### config.mk
export PLATFORM = sky130hd
export DESIGN_NAME = hazard_ctrl
export DESIGN_NICKNAME = d
export VERILOG_FILES = /design/src/rtl/hazard_ctrl.sv
export SDC_FILE = /design/constraint.sdc
export NUM_CORES = 1
export LEC_CHECK = 0
export ABC_AREA = 1
export BUFFER_PORTS_ARGS = -buffer_cell sky130_fd_sc_hd__clkbuf_2
export CORE_AREA = 2 2 39 41
export DETAILED_ROUTE_END_ITERATION = 10
export DIE_AREA = 0 0 41 43
export GPL_TIMING_DRIVEN = 0
export HOLD_SLACK_MARGIN = 0.03
export MAX_ROUTING_LAYER = met4
export PLACE_DENSITY = 0.7
export SYNTH_ARGS = -nofsm -noshare
export SYNTH_HDL_FRONTEND = slang
export SYNTH_SLANG_ARGS = --single-unit
### constraint.sdc
create_clock -name CLK -period 1.5 [get_ports CLK]
set_clock_uncertainty 0.2 [all_clocks]
set_input_delay 0.3 -clock CLK [delete_from_list [all_inputs] [get_ports CLK]]
set_output_delay 0.3 -clock CLK [all_outputs]
set_load 0.02 [all_outputs]
### src/rtl/hazard_ctrl.sv
// Pipeline hazard control: drives stall/flush for the four pipeline latches and the PC enable.
// Define HAZARD_PERF_CNT_EN to add saturating stall_cycles / flush_events counters.
module hazard_ctrl #(
    parameter int unsigned REG_W = 5,
    parameter int unsigned CNT_W = 32
) (
    input  logic             CLK,
    input  logic             nRST,
    input  logic             ihit,
    input  logic             dhit,
    input  logic             mem_access,
    input  logic             mem_halt,
    input  logic             ex_memread,
    input  logic [REG_W-1:0] ex_rd,
    input  logic [REG_W-1:0] id_rs,
    input  logic [REG_W-1:0] id_rt,
    input  logic             id_uses_rt,
    input  logic             branch_taken,
    output logic             pc_en,
    output logic             fd_stall,
    output logic             fd_flush,
    output logic             de_stall,
    output logic             de_flush,
    output logic             em_stall,
    output logic             em_flush,
    output logic             mw_stall,
    output logic             mw_flush,
`ifdef HAZARD_PERF_CNT_EN
    output logic             halted,
    output logic [CNT_W-1:0] stall_cycles,
    output logic [CNT_W-1:0] flush_events
`else
    output logic             halted
`endif
);

    typedef logic [CNT_W-1:0] cnt_t;

    typedef enum logic [1:0] {
        StRun,
        StDwait,
        StHalted
    } state_e;

    state_e r_state;
    state_e w_state_d;
    logic   r_pend_flush;
    logic   w_pend_flush_d;

    logic   w_dwait;
    logic   w_lu;

    assign w_dwait = mem_access & ~dhit;
    assign w_lu    = ex_memread & (ex_rd != '0) &
                     ((ex_rd == id_rs) | (id_uses_rt & (ex_rd == id_rt)));

    // State register
    always_ff @(posedge CLK or negedge nRST) begin
        if (!nRST) begin
            r_state      <= StRun;
            r_pend_flush <= 1'b0;
        end else begin
            r_state      <= w_state_d;
            r_pend_flush <= w_pend_flush_d;
        end
    end

    // Next-state logic
    always_comb begin
        w_state_d      = r_state;
        w_pend_flush_d = r_pend_flush;
        unique case (r_state)
            StRun, StDwait: begin
                if (w_dwait) begin
                    w_state_d = StDwait;
                    // A redirect seen while stalled is replayed once the memory frees up.
                    w_pend_flush_d = r_pend_flush | branch_taken;
                end else begin
                    w_state_d = mem_halt ? StHalted : StRun;
                    if (ihit && (branch_taken || r_pend_flush)) begin
                        w_pend_flush_d = 1'b0;
                    end
                end
            end
            StHalted: begin
                w_state_d = StHalted;
            end
            default: begin
                w_state_d = StRun;
            end
        endcase
    end

    // Output logic
    always_comb begin
        pc_en    = 1'b0;
        fd_stall = 1'b0;
        fd_flush = 1'b0;
        de_stall = 1'b0;
        de_flush = 1'b0;
        em_stall = 1'b0;
        em_flush = 1'b0;
        mw_stall = 1'b0;
        mw_flush = 1'b0;
        if (nRST) begin
            unique case (r_state)
                StHalted: begin
                    fd_stall = 1'b1;
                    de_stall = 1'b1;
                    em_stall = 1'b1;
                    mw_flush = 1'b1;
                end
                default: begin
                    if (w_dwait) begin
                        fd_stall = 1'b1;
                        de_stall = 1'b1;
                        em_stall = 1'b1;
                        mw_flush = 1'b1;
                    end else if (!ihit && branch_taken) begin
                        // Hold the branch in EX until the redirected fetch can start.
                        fd_stall = 1'b1;
                        de_stall = 1'b1;
                        em_flush = 1'b1;
                    end else if (!ihit) begin
                        fd_flush = 1'b1;
                    end else if (branch_taken || r_pend_flush) begin
                        pc_en    = 1'b1;
                        fd_flush = 1'b1;
                        de_flush = 1'b1;
                    end else if (w_lu) begin
                        fd_stall = 1'b1;
                        de_flush = 1'b1;
                    end else begin
                        pc_en = 1'b1;
                    end
                end
            endcase
        end
    end

    assign halted = (r_state == StHalted);

`ifdef HAZARD_PERF_CNT_EN
    cnt_t r_stall_cycles;
    cnt_t r_flush_events;

    always_ff @(posedge CLK or negedge nRST) begin
        if (!nRST) begin
            r_stall_cycles <= '0;
            r_flush_events <= '0;
        end else if (r_state != StHalted) begin
            if (!pc_en && (r_stall_cycles != '1)) begin
                r_stall_cycles <= r_stall_cycles + cnt_t'(1);
            end
            if (fd_flush && de_flush && (r_flush_events != '1)) begin
                r_flush_events <= r_flush_events + cnt_t'(1);
            end
        end
    end

    assign stall_cycles = r_stall_cycles;
    assign flush_events = r_flush_events;
`endif

endmodule
==> results.sh, run 1 <==
export IMPL_status="finished, violations left"
export IMPL_violations="negative setup slack"
export IMPL_io_buffer_count=32
export IMPL_cpMaxStageDelayCell="dfrtp_1"
export IMPL_cts_clk_slew_worst_paths_ns=0.03
export IMPL_grtUsageTotal_pct=16.9
export IMPL_finalWeightedCongestion=0.800
export IMPL_grt_setup_unrepaired="true"
export IMPL_clk_insertion_delay_late_ns=0.22
export IMPL_end_kind="output port"
export IMPL_dieWidth_um=41
export IMPL_total_power_uw=850
export IMPL_multi_input_area_um2=365
export IMPL_fin_cells=149
export IMPL_total_leakage_power_uw=0.000519
export IMPL_hold_viol=0
export IMPL_dp_final_hpwl_um=992
export IMPL_fmax_mhz=531
export IMPL_routed_via_count=635
export IMPL_sequentialPowerShare_pct=16.3
export IMPL_post_place_cells=141
export IMPL_numCtsBuffers=3
export IMPL_grt_ovfl_total=0
export IMPL_syn_area_um2=462
export IMPL_grt_pass1_vias=547
export IMPL_start_kind="flip-flop"
export IMPL_worst_slack_ns=-0.382
export IMPL_fillCellCount=137
export IMPL_cts_buffer_depth=2
export IMPL_ys_seq_elements=3
export IMPL_drc=0
export IMPL_worstPathMaxFanout=2
export IMPL_ir_drop_mv=0.584
export IMPL_min_period_ns=1.88
export IMPL_drive_gt1_share_pct=47.4
export IMPL_die_area_um2=1760
export IMPL_die_y_um=43
export IMPL_hp_class="in -> reg"
export IMPL_syn_nets=117
export IMPL_final_nets=158
export IMPL_drt_iter0_markers=17
export IMPL_first_pass_iters=4
export IMPL_required_ns=1.00
export IMPL_n_antenna_cell=0
export IMPL_wirelength_mm=1.30
export IMPL_boundaryPins=34
export IMPL_power_frac_clock_pct=15.9
export IMPL_cap_violations=0
export IMPL_cpMostUsedCell="inv_2"
export IMPL_syn_inst=93
export IMPL_regArea_um2=75.1
export IMPL_cts_tree="done"
export IMPL_h_tree_depth=1
export IMPL_antenna_found_initial=0
export IMPL_yosysSeqAreaShare_pct=16.3
export IMPL_yosysWarnings=0
export IMPL_ant_nets=0
export IMPL_slowest_delay_ns=0.38
export IMPL_area_delta_synth_final_pct=86.7
export IMPL_cts_sinks=3
export IMPL_power_density_nw_per_um2=986
export IMPL_routedWlPerCell_um=8.71
export IMPL_setup_viol=8
export IMPL_drv_slew=0
export IMPL_placementRows=14
export IMPL_fin_crit_sh_pct=125
export IMPL_worstPathArrival_ns=1.38
export IMPL_initial_utilization_pct=33.4
export IMPL_swShare_pct=44.1
export IMPL_grt_max_degree=7
export IMPL_root_buffer="clkbuf_4"
export IMPL_viasPerCell=4.26
export IMPL_ys_types=18
export IMPL_worstSetupPathType="reg -> out"
export IMPL_core_area_um2=1380
export IMPL_synth_avg_cell_area_um2=4.96
export IMPL_worstPathCellList="inv_2 > nor2_4 > inv_2 > nand2_4 > nor2_4 > inv_2 > a211oi_4 > clkbuf_8"
export IMPL_grt_pass1_wl_mm=2.03
export IMPL_power_switching_uw=375
export IMPL_internal_power_uw=475
export IMPL_p_comb_share_pct=67.8
[per-stage QoR]
step	utilization, %	setup slack [ns]	hold WS, ns	cell area (um^2)	TNS, ns
5_1_grt	62.3	-0.441	0.170	862	-3.12
2_1_floorplan	-	-0.0639	-0.196	520	-0.218
6_report	62.3	-0.382	0.153	862	-2.65
3_3_place_gp	50.6	-0.213	-0.0789	701	-1.14
3_5_place_dp	50.6	-0.234	-0.0768	701	-1.24
4_1_cts	61.1	-0.362	0.151	846	-2.51
[critical path: cells and delay by family, from the launching register on]
family                 cells  cell delay (ns)
AND/OR/NAND/NOR            3             0.21
flip-flops                 1             0.38
AO/OA/AOI/OAI              1             0.16
buffers and inverters      4             0.41
[cell families after synthesis]
kind of cell	after synthesis	share of synthesized area, %
flops	3	16.3
compound gates	9	11.1
other cells	1	0.812
buf+inv	27	23.6
xor+xnor	1	1.90
simple gates	52	46.3
[synthesized netlist by cell type]
master	n	share of area, %
a211oi_1	1	1.6
a21oi_1	1	1.1
a21oi_2	1	1.9
buf_4	2	3.3
conb_1	1	0.81
dfrtp_1	3	16
inv_1	20	16
inv_2	5	4.1
nand2_1	31	25
nand2_2	3	4.1
nand3_1	4	4.3
nand4_1	1	1.4
nor2_1	11	8.9
nor2_2	1	1.4
nor3_1	1	1.1
o21ai_0	5	5.4
o21ai_1	1	1.1
xnor2_1	1	1.9
[area by class of cell]
class | count | share of cell area, %
Inverter | 25 | 10.9
Sequential cell | 3 | 8.71
Tap cell | 16 | 2.32
Buffer | 2 | 2.18
Timing Repair Buffer | 36 | 30.5
Clock buffer | 4 | 3.05
Multi-Input combinational cell | 63 | 42.4
[flip-flops by register name, summed over array words and instances, names as in the netlist]
| signal | count |
|---|---|
| r_state | 2 |
| r_pend_flush | 1 |
[power by group through the flow]
stage | Clock [uW] | Sequential, uW | Combinational (uW)
after CTS | 139 | 138 | 542
after global routing | 150 | 143 | 620
final | 135 | 139 | 576
after global placement | 0 | 133 | 395
after detailed placement | 0 | 134 | 402
after floorplan | 0 | 131 | 287
[per-layer routing]
metal / share of wire, % / up-vias / GRT usage [%]
li1: - / 348 / -
met2: 55 / 13 / 28.1
met1: 39 / 270 / 18.5
met5: 0 / - / -
met4: 2.5 / 0 / 9.33
met3: 3.5 / 4 / 1.57
[timing repair]
| action | in CTS | in global routing |
|---|---|---|
| buffers inserted | 3 | 0 |
| pin swaps | 2 | 0 |
| hold buffers | 1 | 0 |
| setup endpoints to repair | 8 | 8 |
| gates resized for setup | 20 | 8 |
| hold endpoints to repair | 3 | 0 |
[placed cells by master (no fill, tap or decap), types with 3 or more instances in the layout]
cell type  count
nand2_1       29
clkbuf_2      24
inv_1         16
inv_2          9
nor2_1         9
clkbuf_8       5
o21ai_0        4
nand3_1        4
nand2_2        4
buf_4          4
nor2_4         3
clkbuf_4       3
dfrtp_1        3
[worst paths after layout]
| path | to | slack (ns) | from | cells after the start |
|---|---|---|---|---|
| setup / recovery | fd_flush | -0.38 | r_state[1] | 8 |
| hold / removal | r_state[1] | 0.15 | mem_halt | 3 |
| setup reg to reg | r_state[1] | 0.36 | r_state[1] | 5 |
| hold reg to reg | r_state[0] | 0.28 | r_state[1] | 1 |
| max in group asynchronous | r_state[1] | 0.64 | nRST | 2 |
| min in group asynchronous | r_state[0] | 0.31 | nRST | 2 |
(Power assumes the default switching activity.)
==> run 2: changes to the inputs <==
--- a/config.mk
+++ b/config.mk
@@ -14,6 +14,7 @@
 export HOLD_SLACK_MARGIN = 0.03
 export MAX_ROUTING_LAYER = met4
 export PLACE_DENSITY = 0.7
+export SETUP_SLACK_MARGIN = 0.4
 export SYNTH_ARGS = -nofsm -noshare
 export SYNTH_HDL_FRONTEND = slang
 export SYNTH_SLANG_ARGS = --single-unit
==> results.sh, run 2 (synthesized netlist as in run 1, its figures left out) <==
export IMPL_wirelength_mm=1.40
export IMPL_die_y_um=43
export IMPL_cpMaxStageDelayCell="dfrtp_1"
export IMPL_routed_via_count=661
export IMPL_finalWeightedCongestion=0.824
export IMPL_cts_tree="done"
export IMPL_drc=0
export IMPL_drt_iter0_markers=11
export IMPL_dp_final_hpwl_um=988
export IMPL_total_leakage_power_uw=0.000545
export IMPL_grt_max_degree=7
export IMPL_clk_insertion_delay_late_ns=0.22
export IMPL_status="finished, violations left"
export IMPL_first_pass_iters=4
export IMPL_fmax_mhz=530
export IMPL_hold_viol=0
export IMPL_largest_reg_flops=2
export IMPL_power_frac_clock_pct=13.7
export IMPL_violations="negative setup slack"
export IMPL_largestRegisters="r_state (2), r_pend_flush (1)"
export IMPL_min_period_ns=1.89
export IMPL_worstPathCellList="inv_2 > nor2_4 > inv_2 > nand2_4 > nor2_4 > inv_2 > a211oi_4 > clkbuf_8"
export IMPL_cp_top_family="buffers and inverters"
export IMPL_final_common_cell="nand2_1"
export IMPL_ir_drop_mv=0.930
export IMPL_holdWs_ns=0.111
export IMPL_grt_pass1_wl_mm=2.16
export IMPL_path_buf_inv=4
export IMPL_placementRows=14
export IMPL_cpMostUsedCell="inv_2"
export IMPL_slowest_delay_ns=0.38
export IMPL_drv_slew=0
export IMPL_h_tree_depth=1
export IMPL_final_nets=162
export IMPL_swShare_pct=41.2
export IMPL_cts_sinks=3
export IMPL_final_cell_mix="28 x nand2_1, 23 x clkbuf_2, 16 x inv_1"
export IMPL_cts_buffer_depth=2
export IMPL_internal_power_uw=577
export IMPL_boundaryPins=34
export IMPL_root_buffer="clkbuf_4"
export IMPL_worstPathMaxFanout=2
export IMPL_power_density_nw_per_um2=1080
export IMPL_dp_slack_ns=-0.232
export IMPL_power_switching_uw=405
export IMPL_start_kind="flip-flop"
export IMPL_dieWidth_um=41
export IMPL_grtUsageTotal_pct=18.1
export IMPL_worstSetupPathType="reg -> out"
export IMPL_grt_ovfl_total=0
export IMPL_p_comb_share_pct=72.2
export IMPL_grt_pass1_vias=586
export IMPL_core_area_um2=1380
export IMPL_regMostFlops="r_state"
export IMPL_numCtsBuffers=3
export IMPL_sequentialPowerShare_pct=14.1
export IMPL_viasPerCell=4.32
export IMPL_ant_nets=0
export IMPL_worstPathArrival_ns=1.39
export IMPL_required_ns=1.00
export IMPL_end_kind="output port"
export IMPL_grt_setup_unrepaired="true"
export IMPL_io_buffer_count=32
export IMPL_initial_utilization_pct=33.4
export IMPL_setup_viol=9
export IMPL_fin_crit_sh_pct=126
export IMPL_drive_gt1_share_pct=49.6
export IMPL_cap_violations=0
export IMPL_antenna_found_initial=0
export IMPL_worst_slack_ns=-0.387
export IMPL_n_antenna_cell=0
export IMPL_routedWlPerCell_um=9.12
export IMPL_area_delta_synth_final_pct=97.3
export IMPL_cts_clk_slew_worst_paths_ns=0.03
export IMPL_die_area_um2=1760
export IMPL_hp_class="in -> reg"
run 2: cell count changes in the layout (fill, tap and decap cells not counted), sizes merged:
| cell | change |
|---|---|
| buf | +7 |
| clkbuf | -3 |
run 2: power by group through the flow:
stage | Clock, uW | Combinational (uW) | Sequential, uW
after floorplan | 0 | 287 | 131
after global placement | 0 | 394 | 133
after detailed placement | 0 | 401 | 134
after CTS | 140 | 584 | 138
after global routing | 151 | 766 | 143
final | 135 | 709 | 139
run 2: worst paths after layout:
kind | from | end | slack [ns] | depth (start not counted)
worst max-delay path | r_state[1] | fd_flush | -0.39 | 8
worst min-delay path | mem_halt | r_state[1] | 0.11 | 3
worst max register to register | r_state[1] | r_pend_flush | 0.35 | 4
worst min register to register | r_state[1] | r_state[0] | 0.36 | 2
max in group asynchronous | nRST | r_state[0] | 0.62 | 2
min in group asynchronous | nRST | r_state[1] | 0.33 | 2
run 2: layout make-up:
cell class,instances,area (um^2)
fill,121,473
inverter,25,93.8
timing repair buffer,40,309
clock buffer,4,26.3
buffer,2,18.8
sequential,3,75.1
multi-input combinational,63,368
tap,16,20.0
run 2: timing repair:
action / CTS / global route
resized for setup: 23 / 15
hold endpoints to repair: 3 / 0
pin swaps: 2 / 1
buffers inserted: 4 / 3
setup endpoints to repair: 9 / 11
hold buffers: 1 / 0
run 2: through the flow:
step	TNS [ns]	total power, uW	utilization [%]	cell area [um^2]	instances
after floorplan	-0.218	418	-	520	93
after global placement	-1.13	527	50.6	701	141
after detailed placement	-1.27	535	50.6	701	141
after CTS	-2.49	861	62.3	862	150
after global routing	-3.37	1060	65.8	911	153
final	-2.60	983	65.8	911	153
run 2: layer usage:
layer / track usage (%) / part of all wire [%]
met3: 1.57 / 2.4
met2: 30.6 / 57
met1: 21.2 / 41
met5: - / 0
met4: 6.00 / 0
run 2: worst register-to-register path, stage by stage, from the launching register on:
cell and delay, ns:
dfrtp_1 0.38, buf_4 0.13, nor2_1 0.17, o21ai_0 0.11
o21ai_1 0.08
